<file path="src/rtl/match_game_if.sv">
// match_game_if: signal bundle between the game front end and match_game_core
//   front end -> core : start, pause, guess_valid, guess[DATA_W], target[DATA_W]
//   core -> front end : playing, game_over, correct, wrong, new_target,
//                       timer_bcd[4*TIMER_DIGITS], score_bcd/high_bcd[4*SCORE_DIGITS]
interface match_game_if #(
    parameter int DATA_W       = 4,
    parameter int TIMER_DIGITS = 2,
    parameter int SCORE_DIGITS = 2
);
    logic                      start;
    logic                      pause;
    logic                      guess_valid;
    logic [DATA_W-1:0]         guess;
    logic [DATA_W-1:0]         target;
    logic                      playing;
    logic                      game_over;
    logic                      correct;
    logic                      wrong;
    logic                      new_target;
    logic [4*TIMER_DIGITS-1:0] timer_bcd;
    logic [4*SCORE_DIGITS-1:0] score_bcd;
    logic [4*SCORE_DIGITS-1:0] high_bcd;

    modport master (
        output start, pause, guess_valid, guess, target,
        input  playing, game_over, correct, wrong, new_target, timer_bcd, score_bcd, high_bcd
    );
    modport slave (
        input  start, pause, guess_valid, guess, target,
        output playing, game_over, correct, wrong, new_target, timer_bcd, score_bcd, high_bcd
    );
endinterface

</file>
<file path="src/rtl/match_game_core.sv">
// match_game_core: round engine with BCD countdown, BCD score and persistent high score
//   clk   : clock, all state on rising edge
//   rst_n : asynchronous active-low reset (also clears the high score)
//   bus   : match_game_if.slave -- start/pause/guess_valid/guess/target in,
//           playing/game_over/correct/wrong/new_target pulses and BCD displays out
module match_game_core #(
    parameter int                DATA_W       = 4,
    parameter logic [DATA_W-1:0] MATCH_VALUE  = 4'hF,
    parameter int                TIMER_DIGITS = 2,
    parameter int                TIMER_START  = 99,
    parameter int                SCORE_DIGITS = 2,
    parameter int                TICK_DIV     = 50000000
) (
    input logic         clk,
    input logic         rst_n,
    match_game_if.slave bus
);
    localparam int TW = 4*TIMER_DIGITS;
    localparam int SW = 4*SCORE_DIGITS;
    localparam int DW = (TICK_DIV > 2) ? $clog2(TICK_DIV) : 1;
    localparam logic [SW-1:0] ALL9 = {SCORE_DIGITS{4'h9}};

    function automatic logic [TW-1:0] to_bcd(input int v);
        logic [TW-1:0] r;
        int x;
        r = '0;
        x = v;
        for (int i = 0; i < TIMER_DIGITS; i++) begin
            r[4*i +: 4] = 4'(x % 10);
            x = x / 10;
        end
        return r;
    endfunction

    localparam logic [TW-1:0] TIMER_LOAD = to_bcd(TIMER_START);

    typedef enum logic [1:0] {IDLE, PLAY, OVER} state_t;

    state_t            state, state_d;
    logic [DW-1:0]     div;
    logic [TW-1:0]     timer, timer_dec;
    logic [SW-1:0]     score, score_inc, score_d, high;
    logic [DATA_W-1:0] sum;
    logic              borrow, carry, run, tick, timeout, hit, match;
    logic              correct, wrong, new_target;

    always_comb begin
        borrow = 1'b1;
        timer_dec = timer;
        for (int i = 0; i < TIMER_DIGITS; i++) begin
            timer_dec[4*i +: 4] = borrow ? ((timer[4*i +: 4] == 4'd0) ? 4'd9 : timer[4*i +: 4] - 4'd1) : timer[4*i +: 4];
            borrow = borrow && (timer[4*i +: 4] == 4'd0);
        end
    end

    always_comb begin
        carry = 1'b1;
        score_inc = score;
        for (int i = 0; i < SCORE_DIGITS; i++) begin
            score_inc[4*i +: 4] = carry ? ((score[4*i +: 4] == 4'd9) ? 4'd0 : score[4*i +: 4] + 4'd1) : score[4*i +: 4];
            carry = carry && (score[4*i +: 4] == 4'd9);
        end
    end

    assign sum     = bus.guess + bus.target;
    assign match   = sum == MATCH_VALUE;
    // start takes priority over a guess in the same cycle
    assign hit     = bus.guess_valid && state == PLAY && !bus.start;
    assign run     = state == PLAY && !bus.pause;
    assign tick    = run && div == DW'(TICK_DIV-1);
    assign timeout = tick && timer == TW'(1);
    // saturate at all-9s; this is also the value the high score sees on timeout
    assign score_d = (hit && match && score != ALL9) ? score_inc : score;

    always_comb begin
        state_d = bus.start ? PLAY : (timeout ? OVER : state);
    end

    always_ff @(posedge clk or negedge rst_n) begin
        if (!rst_n) state <= IDLE;
        else        state <= state_d;
    end

    always_ff @(posedge clk or negedge rst_n) begin
        if (!rst_n) begin
            div        <= '0;
            timer      <= TIMER_LOAD;
            score      <= '0;
            high       <= '0;
            correct    <= 1'b0;
            wrong      <= 1'b0;
            new_target <= 1'b0;
        end else begin
            correct    <= hit && match;
            wrong      <= hit && !match;
            new_target <= bus.start || (hit && match);
            // packed BCD compares correctly as plain binary
            if (timeout && score_d > high) high <= score_d;
            if (bus.start) begin
                div   <= '0;
                timer <= TIMER_LOAD;
                score <= '0;
            end else begin
                score <= score_d;
                if (run) div <= tick ? '0 : div + 1'b1;
                if (tick && timer != '0) timer <= timer_dec;
            end
        end
    end

    assign bus.playing    = state == PLAY;
    assign bus.game_over  = state == OVER;
    assign bus.correct    = correct;
    assign bus.wrong      = wrong;
    assign bus.new_target = new_target;
    assign bus.timer_bcd  = timer;
    assign bus.score_bcd  = score;
    assign bus.high_bcd   = high;
endmodule

</file>
<file path="src/flat_wrapper.sv">
// flat-port wrapper written by rule: the top's interface ports become plain ports
module match_game_core_flat 
#(
    parameter int                DATA_W       = 4,
    parameter logic [DATA_W-1:0] MATCH_VALUE  = 4'hF,
    parameter int                TIMER_DIGITS = 2,
    parameter int                TIMER_START  = 99,
    parameter int                SCORE_DIGITS = 2,
    parameter int                TICK_DIV     = 50000000
)
  (clk, rst_n, bus_start, bus_pause, bus_guess_valid, bus_guess, bus_target, bus_playing, bus_game_over, bus_correct, bus_wrong, bus_new_target, bus_timer_bcd, bus_score_bcd, bus_high_bcd);
  match_game_if #(.DATA_W(DATA_W), .TIMER_DIGITS(TIMER_DIGITS), .SCORE_DIGITS(SCORE_DIGITS)) bus_i ();
  input logic clk;
  input logic rst_n;
  input wire logic [$bits(bus_i.start)-1:0] bus_start;
  input wire logic [$bits(bus_i.pause)-1:0] bus_pause;
  input wire logic [$bits(bus_i.guess_valid)-1:0] bus_guess_valid;
  input wire logic [$bits(bus_i.guess)-1:0] bus_guess;
  input wire logic [$bits(bus_i.target)-1:0] bus_target;
  output wire logic [$bits(bus_i.playing)-1:0] bus_playing;
  output wire logic [$bits(bus_i.game_over)-1:0] bus_game_over;
  output wire logic [$bits(bus_i.correct)-1:0] bus_correct;
  output wire logic [$bits(bus_i.wrong)-1:0] bus_wrong;
  output wire logic [$bits(bus_i.new_target)-1:0] bus_new_target;
  output wire logic [$bits(bus_i.timer_bcd)-1:0] bus_timer_bcd;
  output wire logic [$bits(bus_i.score_bcd)-1:0] bus_score_bcd;
  output wire logic [$bits(bus_i.high_bcd)-1:0] bus_high_bcd;
  assign bus_i.start = bus_start;
  assign bus_i.pause = bus_pause;
  assign bus_i.guess_valid = bus_guess_valid;
  assign bus_i.guess = bus_guess;
  assign bus_i.target = bus_target;
  assign bus_playing = bus_i.playing;
  assign bus_game_over = bus_i.game_over;
  assign bus_correct = bus_i.correct;
  assign bus_wrong = bus_i.wrong;
  assign bus_new_target = bus_i.new_target;
  assign bus_timer_bcd = bus_i.timer_bcd;
  assign bus_score_bcd = bus_i.score_bcd;
  assign bus_high_bcd = bus_i.high_bcd;
  match_game_core #(.DATA_W(DATA_W), .MATCH_VALUE(MATCH_VALUE), .TIMER_DIGITS(TIMER_DIGITS), .TIMER_START(TIMER_START), .SCORE_DIGITS(SCORE_DIGITS), .TICK_DIV(TICK_DIV)) u_core (.clk(clk), .rst_n(rst_n), .bus(bus_i));
endmodule
</file>
<file path="config.mk">
export PLATFORM = sky130hd
export DESIGN_NAME = match_game_core_flat
export DESIGN_NICKNAME = d
export VERILOG_FILES = /design/src/rtl/match_game_if.sv /design/src/rtl/match_game_core.sv /design/src/flat_wrapper.sv
export SDC_FILE = /design/constraint.sdc
export NUM_CORES = 1
export LEC_CHECK = 0
export ABC_AREA = 1
export CORE_ASPECT_RATIO = 0.9
export CORE_MARGIN = 2
export CORE_UTILIZATION = 57
export CTS_CLUSTER_DIAMETER = 150
export DETAILED_ROUTE_END_ITERATION = 6
export PLACE_DENSITY = 0.79
export SLEW_MARGIN = 10
export SYNTH_ARGS = -nofsm -noshare
export SYNTH_HDL_FRONTEND = slang
export SYNTH_SLANG_ARGS = --single-unit
</file>
<file path="constraint.sdc">
create_clock -name clk -period 3.4 [get_ports clk]
set_clock_uncertainty 0.1 [all_clocks]
set_input_delay 0.68 -clock clk [delete_from_list [all_inputs] [get_ports clk]]
set_output_delay 0.68 -clock clk [all_outputs]
set_load 0.05 [all_outputs]
</file>
==> After elaboration in Yosys (flattened, before gate mapping) <==
Index checks and enable logic that the tools add are counted.
{ "op_classes": {"n_addsub": 6, "magnitude_cmp": 1, "eq_ne": 8, "n_mux": 15, "n_reduce_logical": 22} }
{ "op_table": {"columns": ["cell", "n"], "rows": [
  ["$mux W26", 3],
  ["$mux W8", 4],
  ["$add A26 B1 Y26 const B", 1],
  ["$eq A26 B26 Y1 const B", 1],
  ["$mux W4", 6],
  ["$eq A4 B4 Y1 const B", 3],
  ["$logic_and A1 B1 Y1", 10],
  ["$add A4 B1 Y4 const B", 2],
  ["$eq A8 B1 Y1 const B", 1],
  ["$gt A8 B8 Y1", 1],
  ["$logic_not A4 Y1", 2],
  ["$ne A8 B8 Y1 const B", 1],
  ["$reduce_bool A2 Y1", 4],
  ["$reduce_bool A8 Y1", 1],
  ["$sub A4 B1 Y4 const B", 2],
  ["$add A4 B4 Y4", 1],
  ["$mux W2", 2],
  ["$logic_not A1 Y1", 3],
  ["$eq A2 B1 Y1 const B", 1],
  ["$eq A2 B2 Y1 const B", 1],
  ["$reduce_and A2 Y1", 1],
  ["$logic_or A1 B1 Y1", 1]
]} }
{ "totals": {"ff_bits": 55, "in_bits": 13, "out_inout_bits": 29, "wordCells": 61} }

==> Longest topological paths before layout <==
Gate-level depths: netlist (run 1).
{ "logic_depth": {"word_depth": 8, "depth_mapped": 21, "mapped_depth_nobuf": 21} }

==> Worst setup path after synthesis (run 1) <==
Ideal clock, no wire load.
{ "synth_timing": {"path_type": "input to register", "start": "input port bus_target[0]", "end": "register u_core.high[0] (netlist: u_core.bus.high_bcd[0])", "setup_time_ns": 0.066, "arrival_time_ns": 3.252, "required_ns": 3.234, "path_slack_ns": -0.018, "path_stages": 20, "path_buffers": 0, "path_cell_list": "ha_1 -> fa_1 -> nand2_1 -> nor3_4 -> inv_1 -> nor2_4 -> nand4_1 -> nand2_1 -> inv_1 -> ha_1 -> inv_1 -> o21bai_1 -> nand2_1 -> nand2_1 -> nand2_1 -> nand2_1 -> nand2_1 -> nor2_4 -> nand3_1 -> nand2_1"} }
{ "synth_between": {"elab_chain_len": 7} }
{ "synth_lines": {"columns": ["element", "line", "text"], "rows": [
  ["start, declared", "flat_wrapper.sv:19", "input wire logic [$bits(bus_i.target)-1:0] bus_target;"],
  ["$add A4 B4 Y4", "match_game_core.sv:65", "assign sum = bus.guess + bus.target;"],
  ["$eq A4 B4 Y1", "match_game_core.sv:66", "assign match = sum == MATCH_VALUE;"],
  ["$logic_and A1 B1 Y1 (2 in series)", "match_game_core.sv:73", "assign score_d = (hit && match && score != ALL9) ? score_inc : score;"],
  ["$mux W8", "match_game_core.sv:73", null],
  ["named net u_core.score_d[1]", "match_game_core.sv:42", "logic [SW-1:0] score, score_inc, score_d, high;"],
  ["$gt A8 B8 Y1", "match_game_core.sv:98", "if (timeout && score_d > high) high <= score_d;"],
  ["$logic_and A1 B1 Y1", "match_game_core.sv:98", null],
  ["end signal, assigned", "match_game_core.sv:98", null],
  ["end, declared", "match_game_core.sv:42", null]
]} }
The timed path passes the listed nets, and every way through them passes these cells.
A chain may end at the register's enable or synchronous reset.

==> Worst setup path after layout (run 1) <==
{ "layout_timing": {"start": "input port bus_target[0]", "end": "register u_core.high[1] (netlist: u_core.bus.high_bcd[1])"} }
{ "layout_between": {"elab_chain_len": 7} }
{ "layout_lines": {"columns": ["element", "line"], "rows": [
  ["$add A4 B4 Y4 (*)", "match_game_core.sv:65"],
  ["$eq A4 B4 Y1 (*)", "match_game_core.sv:66"],
  ["$logic_and A1 B1 Y1 (*) (2 in series)", "match_game_core.sv:73"],
  ["$mux W8 (*)", "match_game_core.sv:73"],
  ["named net u_core.score_d[1]", "match_game_core.sv:42"],
  ["$gt A8 B8 Y1", "match_game_core.sv:98"],
  ["$logic_and A1 B1 Y1", "match_game_core.sv:98"]
]} }
The timed path passes the listed nets; every way through them passes the cells marked *.

==> results of run 1 <==
cell usage after synthesis, types with 2 or more instances:
| cell | count |
|---|---|
| nand3_1 | 40 |
| nor2_4 | 8 |
| o21ai_1 | 3 |
| nand2_2 | 9 |
| nand4_1 | 15 |
| nand2_1 | 161 |
| or2_2 | 2 |
| o21ai_0 | 7 |
| a21oi_1 | 14 |
| xor2_1 | 10 |
| buf_4 | 2 |
| dfstp_2 | 4 |
| nor2_1 | 57 |
| nor2_2 | 7 |
| nor3_1 | 23 |
| ha_1 | 17 |
| inv_2 | 4 |
| nand3_2 | 2 |
| dfrtp_1 | 51 |
| inv_1 | 67 |
metrics by stage:
stage	worst slack [ps]	total power, mW	std cells	utilization [%]	cell area (µm²)
after floorplan	51.2	0.818	518	-	3700
after global placement	-425	0.900	672	71.0	4410
after detailed placement	-608	0.907	672	71.0	4410
after CTS	0.191	1.34	683	73.5	4570
after global routing	-112	1.40	685	75.8	4710
final	37.3	1.34	685	75.8	4710
path summary, 6_finish.rpt:
kind,to,slack (ps)
setup / recovery,u_core.bus.high_bcd[1],40
hold / removal,u_core.bus.score_bcd[5],330
setup reg to reg,u_core.bus.high_bcd[1],430
hold reg to reg,u_core.bus.timer_bcd[4],390
max in group asynchronous,u_core.bus.wrong,2080
min in group clk,u_core.bus.timer_bcd[4],390
area by class of cell:
class / count / area [µm²] / share of cell area, %
Clock inverter: 1 / 30.0 / 0.637
Timing Repair Buffer: 76 / 689 / 14.6
Tap cell: 87 / 109 / 2.31
Inverter: 72 / 272 / 5.76
Sequential cell: 55 / 1380 / 29.3
Clock buffer: 7 / 76.3 / 1.62
Multi-Input combinational cell: 387 / 2160 / 45.7
where the power goes:
part	leakage, nW	total (mW)	internal [mW]	switching [mW]
Clock	0.0524	0.429	0.221	0.208
Sequential	0.745	0.678	0.668	0.00980
Combinational	1.45	0.237	0.0898	0.147
Total	2.25	1.34	0.979	0.364
registers in the layout (all words and copies together) (netlist names):
| register | flops |
|---|---|
| u_core.div | 26 |
| u_core.bus.score_bcd | 8 |
| u_core.bus.wrong | 1 |
| u_core.bus.correct | 1 |
| u_core.bus.new_target | 1 |
| u_core.bus.high_bcd | 8 |
| u_core.bus.timer_bcd | 8 |
| u_core.state | 2 |
repair_timing:
item | 4_1_cts | 5_1_grt
endpoints found under the setup margin | 8 | 8
pin swaps | 15 | 25
resized for setup | 20 | 28
setup buffers | 3 | 2
hold buffers | 0 | 0
routing by layer:
layer,up-vias,global-route usage (%),share of wire (%)
met2,131,44.2,47
met5,-,0,0
met1,1739,40.9,45
li1,1799,-,-
met3,17,4.21,6.4
met4,0,7.16,1.2
cell families after synthesis:
group,after synthesis
flops,55
xor+xnor,11
buf+inv,76
compound gates,26
fa+ha+maj,18
simple gates,332
==> impl_metrics.yaml, run 1 <==
outcome:
  status: "finished, final reports clean"
clock_network:
  cts_buffers: 5
  clock_latency_ps: 310
  cts-htree-levels: 2
  cts_sinks: 55
  cts.clk_slew.worst_paths_ps: 90
  root_buffer: "clkbuf_8"
  ctsLongestPathBuffers: 2
  cts_tree: "built"
critical_path:
  worst-path-max-fanout: 8
  slowest_delay_ps: 570
  worst-path-buf-inv: 5
  endpoint_kind: "register"
  worstPathCellList: "buf_6 > ha_4 > fa_1 > nand2_2 > nor3_4 > inv_2 > nor2_4 > nand4_1 > nand2_1 > inv_2 > ha_4 > inv_2 > o21bai_1 > nand2_1 > nand2_1 > nand2_1 > nand2_2 > buf_6 > nand3_4 > nand2_2 > nand2_1"
  worstReg2RegStart: "u_core.bus.score_bcd[3]"
  crit_family: "simple AND/OR/NAND/NOR gates"
  critPathLaunchType: "input port"
  startpoint: "bus_target[0]"
  cpMostUsedCell: "nand2_1"
  worst-endpoint-arrival_ps: 3460
  path_class: "in -> reg"
  rr_worst_depth: 18
  crit_path_top_delay_cell: "fa_1"
  cp_data_required_time_ps: 3500
  cp_num_cells: 21
yosys:
  synth_top_family_by_area: "simple AND/OR/NAND/NOR gates"
  synth_mux_area_share_pct: 0
  ys_types: 35
  yosys_most_used_dff: "dfrtp_1"
  yosys.area_share.simple_pct: 42.0
  ys_ff_latch: 55
  yosysTopAreaCell: "dfrtp_1"
  synth-edff-count: 0
  synth_nets: 549
  synth_top_area_share_pct: 34.5
  ys_warn_count: 0
  synth_xor_area_share_pct: 2.60
  seq_area_frac_synth_pct: 37.3
  synth.area.top_cells: "dfrtp_1 34%, nand2_1 16%, inv_1 6.8%, nor2_1 5.8%, ha_1 5.7%"
  synthArstFlopShare_pct: 100
  synthCells: 518
  synth.cell_area_um2: 3700
  synth_compound_area_share_pct: 3.65
  avgSynthCellArea_um2: 7.15
  synth_adder_area_share_pct: 6.29
die:
  die_y_um: 80.5
  die_area_um2: 7160
  chipWidth_um: 89.0
  coreArea_um2: 6220
  rows: 27
  start_util_pct: 59.6
  num_io_pins: 42
timing:
  finalHoldViolCount: 0
  slew_viol_final: 0
  worst_slew_pin_slew_ps: 755
  fin_crit_sh_pct: 98.9
  fin_crit_ps: 3360
  fmax_mhz: 297
  tns_ps: 0
  max_slew_margin_pct: 49.7
  hold_slack_ps: 329
  setup_viol: 0
  rsz0062_at_grt: "yes"
pwr:
  p_per_area_nw_per_um2: 285
  max-vdd-ir-drop_uv: 214
  p_leak_nw: 2.25
drt:
  drc: 0
  detail_route.wl_per_cell_um: 14.0
  drt_pass1_iterations: 5
  final_antenna_net_count: 0
  postRouteWirelength_um: 9610
  vias: 3686
  viasPerCell: 5.38
  drt-initial-drc-count: 322
global_route:
  grt_pass1_wl_um: 15600
  grt_pass1_vias: 3439
  grt_start_max_net_pins: 33
  gr-total-overflow: 0
  antenna_found_initial: 0
  gr-usage-all-layers_pct: 28.2
finish:
  n_antenna_cell: 0
  final_common_cell: "nand2_1"
  final_cell_mix: "149 x nand2_1, 60 x inv_1, 56 x nor2_1"
  nNetsFinal: 628
  drive_gt1_share_pct: 20.2
  areaGrowthSynthToFinish_pct: 27.3
  fill_cells: 503
flow_run:
  drv_cap: 0
placed_design:
  dp_hpwl_um: 6990
  gp_congestion: 0.931
  io_buffers: 41
hold_path:
  hold_path_class: "in -> async"
No activity file was read; power rests on OpenSTA's default activity.
==> run 2: changes to the inputs <==
--- a/config.mk
+++ b/config.mk
@@ -5,14 +5,14 @@
 export SDC_FILE = /design/constraint.sdc
 export NUM_CORES = 1
 export LEC_CHECK = 0
-export ABC_AREA = 1
 export CORE_ASPECT_RATIO = 0.9
 export CORE_MARGIN = 2
-export CORE_UTILIZATION = 57
+export CORE_UTILIZATION = 35
 export CTS_CLUSTER_DIAMETER = 150
 export DETAILED_ROUTE_END_ITERATION = 6
-export PLACE_DENSITY = 0.79
+export PLACE_DENSITY = 0.53
 export SLEW_MARGIN = 10
 export SYNTH_ARGS = -nofsm -noshare
 export SYNTH_HDL_FRONTEND = slang
 export SYNTH_SLANG_ARGS = --single-unit
+export TNS_END_PERCENT = 30
==> run 2 against run 1 <==
Compared with the run above:
- cell area fell by 6.8%
- flip-flop and latch count did not move
- die area rose by 40%
- the run now ends with negative setup slack left
- core utilization fell by 27 points
- maximum frequency fell by 11%
- global-route usage fell by 12 points
- count of clock-buffer cells in the layout fell by 2
- setup slack got worse by 430 ps
- critical path depth fell by 1
- synthesized cell count fell by 33%
- largest cell class unchanged
- largest power group unchanged
==> impl_metrics.yaml, run 2 <==
outcome:
  status: "finished with violations"
  violations: "negative setup slack"
drt:
  vias: 2720
  drt-initial-drc-count: 118
  postRouteWirelength_um: 8000
  detail_route.wl_per_cell_um: 14.7
  final_antenna_net_count: 0
  viasPerCell: 5.00
  drc: 0
  drt_pass1_iterations: 4
pwr:
  power.switching_mw: 0.308
  p_clk_share_pct: 36.9
  p_per_area_nw_per_um2: 284
  cell_internal_pwr_mw: 0.939
  power_frac_comb_pct: 10.0
  p_leak_nw: 1.89
  max-vdd-ir-drop_uv: 192
  p_sw_share_pct: 24.7
  power_frac_seq_pct: 53.1
  finalPower_mw: 1.25
critical_path:
  slowest_delay_ps: 510
  worst-endpoint-arrival_ps: 3930
  cp_num_cells: 20
  critPathLaunchType: "input port"
  worstPathCellList: "buf_6 > ha_4 > fa_2 > and2_4 > buf_4 > buf_4 > nand4_1 > nor4_1 > buf_4 > nand3_4 > xor2_2 > inv_2 > ha_4 > nand4_1 > buf_4 > a21oi_2 > o31ai_4 > buf_4 > nand2_1 > o21ai_1"
  startpoint: "bus_guess[0]"
  crit_path_top_delay_cell: "fa_2"
  rr_endpoint: "u_core.bus.high_bcd[1]"
  worstReg2RegStart: "u_core.state[1]"
  worst-path-buf-inv: 7
  rr_worst_depth: 13
  cpMostUsedCell: "buf_4"
  cp_data_required_time_ps: 3540
  crit_family: "buffers and inverters"
  path_class: "in -> reg"
  r2r_slack_ps: 160
  endpoint_kind: "register"
  worst-path-max-fanout: 5
placed_design:
  dp_hpwl_um: 5380
  dp.cells: 526
  io_buffers: 41
  gp_congestion: 0.797
  pre_cts_slack_ps: -1180
die:
  die_area_um2: 10000
  coreArea_um2: 9040
  die_y_um: 95.2
  start_util_pct: 35.8
  chipWidth_um: 105
  rows: 33
  num_io_pins: 42
finish:
  fin_cells: 544
  final_cell_mix: "51 x dfrtp_1, 40 x nor2_1, 34 x nand2_1, 34 x clkdlybuf4s50_1, 34 x buf_4"
  final_common_cell: "dfrtp_1"
  largest_reg_flops: 26
  fill_cells: 838
  drive_gt1_share_pct: 23.9
  nNetsFinal: 452
  areaGrowthSynthToFinish_pct: 35.7
  utilization_pct: 48.6
  multi_input_area_um2: 1950
  register_area_um2: 1380
  largest-register: "u_core.div"
  n_antenna_cell: 0
yosys:
  ys_ff_latch: 55
  yosysTopAreaCell: "dfrtp_1"
  ys_types: 64
  synth_nets: 376
  seq_area_frac_synth_pct: 42.7
  avgSynthCellArea_um2: 9.38
  synthCells: 345
  synth_common_cells: "51 x dfrtp_1, 41 x nor2_1, 38 x nand2_1"
  yosysMostFrequentCell: "dfrtp_1"
  synth_top_area_share_pct: 39.4
  yosys_most_used_dff: "dfrtp_1"
  synth.cell_area_um2: 3240
  ys_warn_count: 0
  synthArstFlopShare_pct: 100
  synth-edff-count: 0
  synth.area.top_cells: "dfrtp_1 39%, ha_1 6.6%, nor2_1 4.8%, xor2_1 4.6%, nand2_1 4.4%"
flow_run:
  drv_cap: 0
timing:
  rsz0062_at_grt: "yes"
  fin_crit_ps: 3790
  finalHoldViolCount: 0
  hold_slack_ps: 390
  fmax_mhz: 264
  setup_ws_ps: -389
  fin_crit_sh_pct: 111
  max_slew_margin_pct: 52.4
  worst_slew_pin_slew_ps: 713
  setup_viol: 8
  slew_viol_final: 0
clock_network:
  root_buffer: "clkbuf_8"
  clock_latency_ps: 320
  cts.clk_slew.worst_paths_ps: 110
  cts-htree-levels: 2
  ctsLongestPathBuffers: 2
  cts_sinks: 55
  cts_tree: "built"
  cts_buffers: 5
hold_path:
  hold_path_class: "in -> async"
global_route:
  gr-total-overflow: 0
  grt_pass1_vias: 2687
  grt_start_max_net_pins: 56
  gr-usage-all-layers_pct: 16.5
  grt_pass1_wl_um: 13300
  antenna_found_initial: 0
-- run 2: cell types whose count changed after synthesis, sizes merged, moves of 5 or more --
| cell | previous run | this run |
|---|---|---|
| nor4 | 0 | 5 |
| xor2 | 10 | 17 |
| a31oi | 0 | 5 |
| inv | 71 | 23 |
| nand3 | 43 | 19 |
| nand2 | 172 | 39 |
| nor3 | 25 | 9 |
| nor2 | 72 | 42 |
| xnor2 | 1 | 8 |
-- run 2: repair_timing --
item                       in CTS  in global routing
cloned                          1                  0
buffers inserted                4                  5
gates resized for setup        36                 17
hold buffers                    0                  0
setup endpoints to repair       8                  8
pin swaps                      17                 13
-- run 2: worst max-delay path by stage --
stage / to / slack, ps
final: u_core.bus.high_bcd[1] / -390
after floorplan: u_core.bus.high_bcd[5] / -520
after global routing: u_core.bus.high_bcd[1] / -530
after global placement: u_core.bus.high_bcd[3] / -1140
after CTS: u_core.bus.high_bcd[1] / -400
after detailed placement: u_core.bus.high_bcd[3] / -1180
-- run 2: worst reg2reg max path: stages (launching register included) --
cell     delay [ps]
dfrtp_1         430
and2b_1         260
nand3_2         130
a31o_2          290
o31a_1          320
nor2_1          160
nand3_1         140
ha_4            250
a21oi_1         200
a21oi_2         100
o31ai_4         480
buf_4           200
nand2_1          40
o21ai_1          80
-- run 2: final cells by class --
class / count / share of cell area [%]
Inverter: 24 / 2.05
Clock buffer: 5 / 1.57
Clock inverter: 3 / 1.08
Multi-Input combinational cell: 258 / 44.3
Tap cell: 122 / 3.48
Timing Repair Buffer: 77 / 16.0
Sequential cell: 55 / 31.5
-- run 2: cells by family after synthesis --
kind of cell	synth area share [%]
simple gates	27.6
mux	1.74
compound gates	9.63
flops	42.7
fa+ha+maj	7.19
xor+xnor	6.77
buf+inv	4.33
-- run 2: metrics by stage --
| step | TNS, ps | area (µm²) |
|---|---|---|
| after floorplan | -3930 | 3260 |
| after global placement | -8910 | 3980 |
| after detailed placement | -9250 | 3980 |
| after CTS | -2910 | 4250 |
| after global routing | -3920 | 4390 |
| final | -2810 | 4390 |
-- run 2: metal layers --
| layer | part of all wire, % | up-vias | wire (µm) | GRT usage (%) |
|---|---|---|---|---|
| met3 | 2.7 | 4 | 216 | 2.87 |
| li1 | - | 1353 | - | - |
| met2 | 45 | 38 | 3630 | 25.7 |
| met5 | 0 | - | 0 | 0 |
| met1 | 51 | 1325 | 4080 | 23.8 |
| met4 | 0.95 | 0 | 76 | 4.00 |
-- run 2: power groups by stage --
| stage | clock, mW | sequential (mW) | combinational [mW] |
|---|---|---|---|
| after floorplan | 0 | 0.682 | 0.0408 |
| after global placement | 0 | 0.674 | 0.110 |
| after detailed placement | 0 | 0.674 | 0.112 |
| after CTS | 0.479 | 0.662 | 0.125 |
| after global routing | 0.499 | 0.662 | 0.139 |
| final | 0.460 | 0.662 | 0.125 |
